$ cat config.mk
export PLATFORM = sky130hd
export DESIGN_NAME = regfile_wb_arbiter_flat
export DESIGN_NICKNAME = d
export VERILOG_FILES = /design/src/rtl/regfile_wb_arbiter_pkg.sv /design/src/rtl/regfile_wb_arbiter_if.sv /design/src/rtl/regfile_wb_arbiter_rr.sv /design/src/rtl/regfile_wb_arbiter.sv /design/src/flat_wrapper.sv
export SDC_FILE = /design/constraint.sdc
export NUM_CORES = 1
export LEC_CHECK = 0
export ABC_AREA = 1
export CORE_MARGIN = 2
export CORE_UTILIZATION = 38
export DETAILED_ROUTE_END_ITERATION = 7
export GPL_ROUTABILITY_DRIVEN = 0
export PLACE_DENSITY_LB_ADDON = 0.1
export SLEW_MARGIN = 5
export SYNTH_ARGS = -nofsm -noshare
export SYNTH_HDL_FRONTEND = slang
export SYNTH_SLANG_ARGS = --single-unit
$ cat constraint.sdc
create_clock -name clk -period 1.5 [get_ports clk]
set_input_delay 0.225 -clock clk [delete_from_list [all_inputs] [get_ports clk]]
set_output_delay 0.225 -clock clk [all_outputs]
set_load 0.1 [all_outputs]
$ cat src/rtl/regfile_wb_arbiter_pkg.sv
// Shared types for the regfile writeback arbiter: bus widths, request record, zero-register index.
package regfile_wb_arbiter_pkg;

    localparam int ADDRESS_WIDTH = 5;
    localparam int DATA_WIDTH    = 32;

    typedef logic [ADDRESS_WIDTH-1:0] ADDR_BUS;
    typedef logic [DATA_WIDTH-1:0]    DATA_BUS;

    typedef struct packed {
        logic    valid;
        ADDR_BUS addr;
        DATA_BUS data;
    } wb_req_t;

    // x0 is hard-wired to zero in the register file; writes to it are dropped.
    localparam ADDR_BUS REG_ZERO = '0;

endpackage

$ cat src/rtl/regfile_wb_arbiter_if.sv
// Writeback request bundle: NUM_REQ sources presenting valid/addr/data, arbiter returning ready.
interface regfile_wb_arbiter_if #(
    parameter int NUM_REQ = 2
);
    import regfile_wb_arbiter_pkg::*;

    // Handshake: a transfer from source i happens on the rising edge where
    // req_valid[i] & req_ready[i]; a source holds valid/addr/data stable until then,
    // and ready is never raised toward a source whose valid is low.
    logic [NUM_REQ-1:0] req_valid;
    ADDR_BUS            req_addr [NUM_REQ];
    DATA_BUS            req_data [NUM_REQ];
    logic [NUM_REQ-1:0] req_ready;

    modport master (
        output req_valid,
        output req_addr,
        output req_data,
        input  req_ready
    );

    modport slave (
        input  req_valid,
        input  req_addr,
        input  req_data,
        output req_ready
    );

endinterface

$ cat src/rtl/regfile_wb_arbiter_rr.sv
// Combinational round-robin picker: first set request at or after ptr, wrapping modulo N.
module rr_arbiter #(
    parameter int N  = 2,
    parameter int IW = (N > 1) ? $clog2(N) : 1
) (
    input  logic [N-1:0]  req,
    input  logic [IW-1:0] ptr,
    output logic [N-1:0]  grant,
    output logic [IW-1:0] grant_idx
);

    logic          found;
    logic [IW-1:0] idx;

    always_comb begin
        grant     = '0;
        grant_idx = '0;
        found     = 1'b0;
        idx       = '0;
        for (int k = 0; k < N; k++) begin
            idx = IW'((int'(ptr) + k) % N);
            if (!found && req[idx]) begin
                found      = 1'b1;
                grant[idx] = 1'b1;
                grant_idx  = idx;
            end
        end
    end

endmodule

$ cat src/rtl/regfile_wb_arbiter.sv
// Round-robin arbiter sharing the regfile write port (WE3/AD3/WD3) among NUM_REQ writeback sources.
// Optional feature: define CONFLICT_CNT_EN to add the saturating conflict_count output.
module regfile_wb_arbiter
    import regfile_wb_arbiter_pkg::*;
#(
    parameter int NUM_REQ = 2
`ifdef CONFLICT_CNT_EN
    ,
    parameter int CNT_WIDTH = 16
`endif
) (
    input  logic                       clk,
    input  logic                       rst,
    input  logic                       wb_hold,
    regfile_wb_arbiter_if.slave        wb,
    output logic                       rf_we3,
    output ADDR_BUS                    rf_ad3,
    output DATA_BUS                    rf_wd3
`ifdef CONFLICT_CNT_EN
    ,
    output logic [CNT_WIDTH-1:0]       conflict_count
`endif
);

    localparam int PW = $clog2(NUM_REQ);

    logic [PW-1:0]      rr_ptr;
    logic [NUM_REQ-1:0] grant;
    logic [PW-1:0]      grant_idx;
    logic               transfer;
    wb_req_t            sel_req;

    rr_arbiter #(.N(NUM_REQ), .IW(PW)) u_rr (
        .req       (wb.req_valid),
        .ptr       (rr_ptr),
        .grant     (grant),
        .grant_idx (grant_idx)
    );

    // Reset and hold both suppress the grant combinationally so no source sees a phantom transfer.
    assign wb.req_ready = (rst || wb_hold) ? '0 : grant;
    assign transfer     = |wb.req_ready;

    always_comb begin
        sel_req.valid = wb.req_valid[grant_idx];
        sel_req.addr  = wb.req_addr[grant_idx];
        sel_req.data  = wb.req_data[grant_idx];
    end

    always_ff @(posedge clk) begin
        if (rst) begin
            rr_ptr <= '0;
            rf_we3 <= 1'b0;
            rf_ad3 <= '0;
            rf_wd3 <= '0;
        end else if (transfer) begin
            rr_ptr <= (grant_idx == PW'(NUM_REQ - 1)) ? '0 : grant_idx + PW'(1);
            rf_ad3 <= sel_req.addr;
            rf_wd3 <= sel_req.data;
            // An x0 destination still completes the handshake but never reaches the regfile.
            rf_we3 <= sel_req.valid && (sel_req.addr != REG_ZERO);
        end else begin
            rf_we3 <= 1'b0;
        end
    end

`ifdef CONFLICT_CNT_EN
    // Counts contention cycles independent of wb_hold; sticks at all-ones.
    always_ff @(posedge clk) begin
        if (rst) begin
            conflict_count <= '0;
        end else if (($countones(wb.req_valid) >= 2) && (conflict_count != '1)) begin
            conflict_count <= conflict_count + CNT_WIDTH'(1);
        end
    end
`endif

endmodule

$ cat src/flat_wrapper.sv
// flat-port wrapper written by rule: the top's interface ports become plain ports
module regfile_wb_arbiter_flat import regfile_wb_arbiter_pkg::*;
#(
    parameter int NUM_REQ = 2

)
  (clk, rst, wb_hold, rf_we3, rf_ad3, rf_wd3, wb_req_valid, wb_req_addr, wb_req_data, wb_req_ready);
  regfile_wb_arbiter_if #(.NUM_REQ(NUM_REQ)) wb_i ();
  input  logic clk;
  input  logic rst;
  input  logic wb_hold;
  output logic rf_we3;
  output ADDR_BUS rf_ad3;
  output DATA_BUS rf_wd3;
  input wire logic [$bits(wb_i.req_valid)-1:0] wb_req_valid;
  input wire logic [$bits(wb_i.req_addr)-1:0] wb_req_addr;
  input wire logic [$bits(wb_i.req_data)-1:0] wb_req_data;
  output wire logic [$bits(wb_i.req_ready)-1:0] wb_req_ready;
  assign wb_i.req_valid = wb_req_valid;
  assign wb_i.req_addr = {>>{wb_req_addr}};
  assign wb_i.req_data = {>>{wb_req_data}};
  assign wb_req_ready = wb_i.req_ready;
  regfile_wb_arbiter #(.NUM_REQ(NUM_REQ)) u_core (.clk(clk), .rst(rst), .wb_hold(wb_hold), .wb(wb_i), .rf_we3(rf_we3), .rf_ad3(rf_ad3), .rf_wd3(rf_wd3));
endmodule
==> impl_metrics.csv <==
group,metric,value,unit
floorplanning,fp.dieW,76.8,um
detailed_routing,vias_per_cell,4.72,
global_route,grt_usage,22.1,%
min_path,holdPathStages,5,
logic_synthesis,netlist_top_cells_area,"dfxtp_1 (39%), nand2_1 (26%), nand3_1 (9.4%)",
global_route,grt_use_met3,6.94,%
cells_and_area,drive_above_1_share,23.2,%
floorplanning,io_pins,119,
worst_setup_path,timing.rr.start,"u_core.rr_ptr",
floorplanning,initial_utilization,39.4,%
timing,fin_crit_sh,97.6,%
timing,final-max-slew-violation-count,0,
clocking,htreeDepth,2,
min_path,hp-start,"rst",
logic_synthesis,yosysSeqAreaShare,38.8,%
worst_setup_path,worstSetupEndpointType,"output port",
worst_setup_path,worst_setup_path_start_kind,"input pin",
cells_and_area,fillers,391,
place,pre_cts_ws,-131,ps
place,io_buffer_count,118,
place,hpwl,4580,um
worst_setup_path,rrSetupSlack,130,ps
timing,finalHoldViolCount,0,
global_route,gr-usage-met2,38.4,%
timing,setup_ws,36.6,ps
cells_and_area,most-common-layout-cells,"nand2_1 (141), clkdlybuf4s50_1 (75), buf_12 (45)",
timing,finalSetupViolCount,0,
logic_synthesis,synth.net_count,382,
global_route,grt_busiest_layer,"met2",
clocking,clkTransAtPathRegs,70,ps
clocking,cts_buffers,5,
logic_synthesis,postSynthAreaPerCell,6.64,um^2
worst_setup_path,worstRegToRegCells,10,
power_and_ir_drop,leakage,0.00161,uW
detailed_routing,num_vias,2329,
global_route,grt_use_met1,26.1,%
outcome,status,"complete, no violations",
cells_and_area,syn2layout_area_growth,91.8,%
flow_run,max_cap_violations,0,
min_path,hold_end,"u_core.rr_ptr",
floorplanning,dieArea,5900,um^2
cells_and_area,post-route-util,75.6,%
logic_synthesis,synth_top_area_share,38.8,%
worst_setup_path,cp.arrival,1240,ps
detailed_routing,drt_wl_total,6290,um
logic_synthesis,ys_types,15,
global_route,grt_overflow,0,
global_route,grt_first_pass_wirelength,10500,um
floorplanning,num_rows,26,
timing,tns,0,ps
power_and_ir_drop,peakVddDrop,0.000466,V
logic_synthesis,yosysWarnings,0,
clocking,cts.sinks,39,
logic_synthesis,netlist_area,2010,um^2
global_route,antenna_found_initial,0,
floorplanning,coreArea,5110,um^2
timing,worst_pin_slew,477,ps
detailed_routing,first_iter_violations,108,
worst_setup_path,path_max_fanout,3,
worst_setup_path,reg2reg_to,"u_core.rf_wd3[26]",
clocking,tritoncts,"built",
detailed_routing,drt-wirelength-per-cell,12.8,um
clocking,hold_buffers,0,
detailed_routing,drc,0,
place,placed_area,3690,um^2
power_and_ir_drop,p_total,2930,uW
logic_synthesis,synthCells,303,
timing,max_slew_margin,68.2,%
clocking,clkLatencyLatePin,280,ps
timing,period_minus_slack,1460,ps
logic_synthesis,synth_seq_cells,39,
cells_and_area,fin_area,3860,um^2
detailed_routing,dr.pass1.iters,4,
detailed_routing,antenna_left,0,
worst_setup_path,critical_path_class,"in -> out",
worst_setup_path,cp.required,1270,ps
cells_and_area,final_nets,503,
clocking,clock-root-buffer,"clkbuf_8",
cells_and_area,layout_commonest_cell,"nand2_1",
timing,finClkSkew,1.97,ps
clocking,ctsLongestPathBuffers,2,
min_path,hp-class,"in -> reg",
timing,fmax,0.683,GHz
global_route,grt_pass1_vias,2210,
cells_and_area,antennaDiodeCount,0,
power_and_ir_drop,power_density,760,nW/um^2
logic_synthesis,yosysTopAreaCell,"dfxtp_1",
floorplanning,die_height,76.8,um
global_route,grt_max_degree,39,
==> critical path, cell delays in order <==
cell and delay, ps:
clkdlybuf4s50_1 440, nor2_4 140, inv_1 90, nor2_4 150
buf_12 190
==> how the worst max path moves through the flow <==
stage                    startpoint                 to  slack [ps]  depth (start not counted)
floorplan             u_core.rr_ptr    wb_req_ready[0]          90                          6
global placement    wb_req_valid[0]   u_core.rf_ad3[4]         -70                          9
detailed placement  wb_req_valid[0]  u_core.rf_wd3[21]        -130                          9
CTS                   u_core.rr_ptr    wb_req_ready[1]           1                          6
global route                wb_hold    wb_req_ready[1]        -0.4                          5
finish                      wb_hold    wb_req_ready[1]          40                          5
==> sequential cells by signal (all words and copies together), names as in the netlist <==
register,flops
u_core.rf_ad3,5
u_core.rf_wd3,32
u_core.rf_we3,1
u_core.rr_ptr,1
==> layout make-up <==
class	instances	area (um^2)	area share (%)
Tap cell	70	87.6	2.27
Inverter	5	22.5	0.583
Sequential cell	39	782	20.3
Clock buffer	6	72.6	1.88
Timing Repair Buffer	138	1810	46.9
Multi-Input combinational cell	235	1080	28.1
==> timing repair <==
item                       in CTS  in global routing
setup buffers                   5                  0
setup endpoints to repair       2                  3
gates resized for setup         7                  4
pin swaps                       3                  3
cloned                          1                  0
==> cell families (layout without fill, tap and decap cells) <==
| kind of cell | Yosys count | after routing | share of synthesized area, % |
|---|---|---|---|
| AO/OA/AOI/OAI | 38 | 38 | 11.4 |
| buffers and inverters | 29 | 149 | 9.07 |
| flip-flops | 39 | 39 | 38.8 |
| AND/OR/NAND/NOR | 197 | 197 | 40.7 |
==> metrics by stage <==
stage               hold WS (ps)  instances
finish                       420        493
global route                 454        493
CTS                          387        493
detailed placement           488        481
global placement             482        481
floorplan                    439        303
==> synth_stat cells <==
master,instances
nor2_1,4
buf_6,4
o31ai_1,1
inv_2,1
buf_2,11
inv_1,4
buf_4,5
nand2_2,13
a21oi_2,10
dfxtp_1,39
buf_8,1
nand3_1,38
a21oi_1,27
clkbuf_1,3
nand2_1,142
==> power by group <==
| group | internal, uW | switching (uW) | total [uW] |
|---|---|---|---|
| sequential | 1080 | 49.8 | 1130 |
| clock | 310 | 331 | 641 |
| combinational | 518 | 639 | 1160 |
| total | 1910 | 1020 | 2930 |
==> routing by layer <==
metal	up-vias	wire [um]
met5	-	0
met4	0	48
met3	5	481
met2	84	3130
met1	1041	2620
li1	1199	-
(Power assumes the default switching activity.)
==> RTL change (same flow settings) <==
Change the package constant `DATA_WIDTH` from 32 to 64.
--- a/src/rtl/regfile_wb_arbiter_pkg.sv
+++ b/src/rtl/regfile_wb_arbiter_pkg.sv
@@ -4,3 +4,3 @@
     localparam int ADDRESS_WIDTH = 5;
-    localparam int DATA_WIDTH    = 32;
+    localparam int DATA_WIDTH    = 64;
 
Interface: changed (resized rf_wd3 and wb_req_data); port bits go from 119 to 215. No check against the original RTL was run, so the function may have changed too.
==> RTL change against the original RTL <==
  * Total power grew 120%
  * Sequential share of layout area grew 0.55 points
  * The run now ends with negative setup slack left
  * Cell count grew 79%
  * Worst setup slack lost 0.068 ns
  * Non-clock buffer count grew 104
  * Synthesized area grew 75%
  * Sequential cell count grew 32
  * Design area grew 77%
  * Global-route usage grew 0.83 points
  * Wire length grew 86%
  * Largest power group unchanged
  * Clock power grew to 2.7 times the old value
==> RTL change: results (changes against the original RTL) <==
Run status
  – Status: finished, violations left
  – Failing checks: negative setup slack

Synth
  – Top cells by area, synth: dfxtp_1 (40%), nand2_1 (16%), nor2_1 (15%)
  – Synth top area share: 40.3% (+1.5 points)
  – Syn_nets: 701 (+84%)
  – Post-synthesis sequential area ratio: 40.3% (+1.5 points)
  – Yosys cell types: 16 (+1)

Detailed routing
  – DR pass1 iterations: 6 (+2)
  – Drt initial violations: 69 (-36%)
  – Met1 Wirelength: 4520 um (+72%)
  – DR WL met3: 972 um (+100%)
  – Vias per Instance: 4.81 (+1.8%)

Place
  – Placement Setup Slack: -0.255 ns (-0.124 ns)
  – Final HPWL DP: 8820 um (+93%)
  – Post-DP Area: 0.00653 mm^2 (+77%)
  – Placed insts: 858 (+78%)

Setup path
  – Flop2flop setup slack: 0.07 ns (-0.06 ns)
  – Critical path peak fanout: 4 (+1)
  – R2R cell count: 11 (+1)
  – RR Endpoint: u_core.rf_ad3[3]
  – Critical Path AT: 1.31 ns (+0.07 ns)

GRT
  – Met2 GRT Util: 41.7% (+3.2 points)
  – Vias in the first global route: 4061 (+84%)
  – Largest net degree at the start of global routing: 68 (+74%)
  – Met3 usage: 7.17% (+0.23 points)

Timing
  – PnR worst setup slack: -0.0316 ns (-0.0683 ns)
  – Slew headroom: 79.6% (+11 points)
  – Clk_skew: 0.0102 ns (+0.00823 ns)
  – Min Hold Slack: 0.227 ns (-0.194 ns)
  – Final setup violation count: 2 (+2)
  – Setup TNS: -0.0433 ns (-0.0433 ns)

Final layout
  – Layout cells sized above 1: 16.2% (-7.0 points)
  – Nets: 909 (+81%)
  – Post-Layout Cell Count: 883 (+79%)
  – Biggest regs: u_core.rf_wd3: 64 flops, u_core.rf_ad3: 5 flops

Worst hold path
  – Worst hold path depth: 3 (-2)

Clocking
  – CTS H-tree depth: 3 (+1)
  – Num CTS Buffers: 9 (+4)

Power and ir drop
  – Lkg Pwr: 3.02 nW (+87%)
  – Peak VDD IR: 535 uV (+15%)
RTL change: kinds of logic after synthesis:
family / after synthesis / share of synthesized area (%)
compound gates: 67 / 9.58
buf+inv: 58 / 8.91
flops: 71 / 40.3
simple gates: 362 / 41.2
RTL change: area by class of cell:
type / instances / area [um^2] / area share, %
Sequential cell: 71 / 1420 / 20.8
Clock buffer: 11 / 141 / 2.07
Inverter: 13 / 52.6 / 0.768
Clock inverter: 5 / 81.3 / 1.19
Multi-Input combinational cell: 429 / 1820 / 26.7
Tap cell: 111 / 139 / 2.03
Timing Repair Buffer: 242 / 3180 / 46.5
Antenna cell: 1 / 2.50 / 0.0366
RTL change: worst max-delay path by stage:
stage | start | end | cells past startpoint | slack (ns)
2_1_floorplan | u_core.rr_ptr | u_core.rr_ptr | 7 | -0.002
3_3_place_gp | wb_req_valid[0] | u_core.rf_we3 | 9 | -0.17
3_5_place_dp | wb_req_valid[0] | u_core.rf_we3 | 9 | -0.26
4_1_cts | u_core.rr_ptr | wb_req_ready[0] | 7 | -0.05
5_1_grt | u_core.rr_ptr | wb_req_ready[0] | 7 | -0.1
6_report | u_core.rr_ptr | wb_req_ready[0] | 7 | -0.03
RTL change: worst max-delay path, stage by stage, from the launching register on:
cell        delay, ns
dfxtp_2          0.32
inv_2            0.08
nand2_4          0.07
nand2_4          0.07
buf_12           0.11
nand3_4          0.06
clkinvlp_4       0.09
buf_12           0.17
RTL change: report_power, final:
part           internal (mW)  total (mW)  leakage [nW]  switching, mW
registers               2.01        2.14         0.584          0.126
clock network          0.983        1.70         0.110          0.720
logic                   1.05        2.50          2.33           1.45
total                   4.05        6.34          3.02           2.29
RTL change: timing repair:
item,in CTS,in global routing
setup buffers,5,3
setup endpoints to repair,2,15
gates resized for setup,5,8
pin swaps,4,3
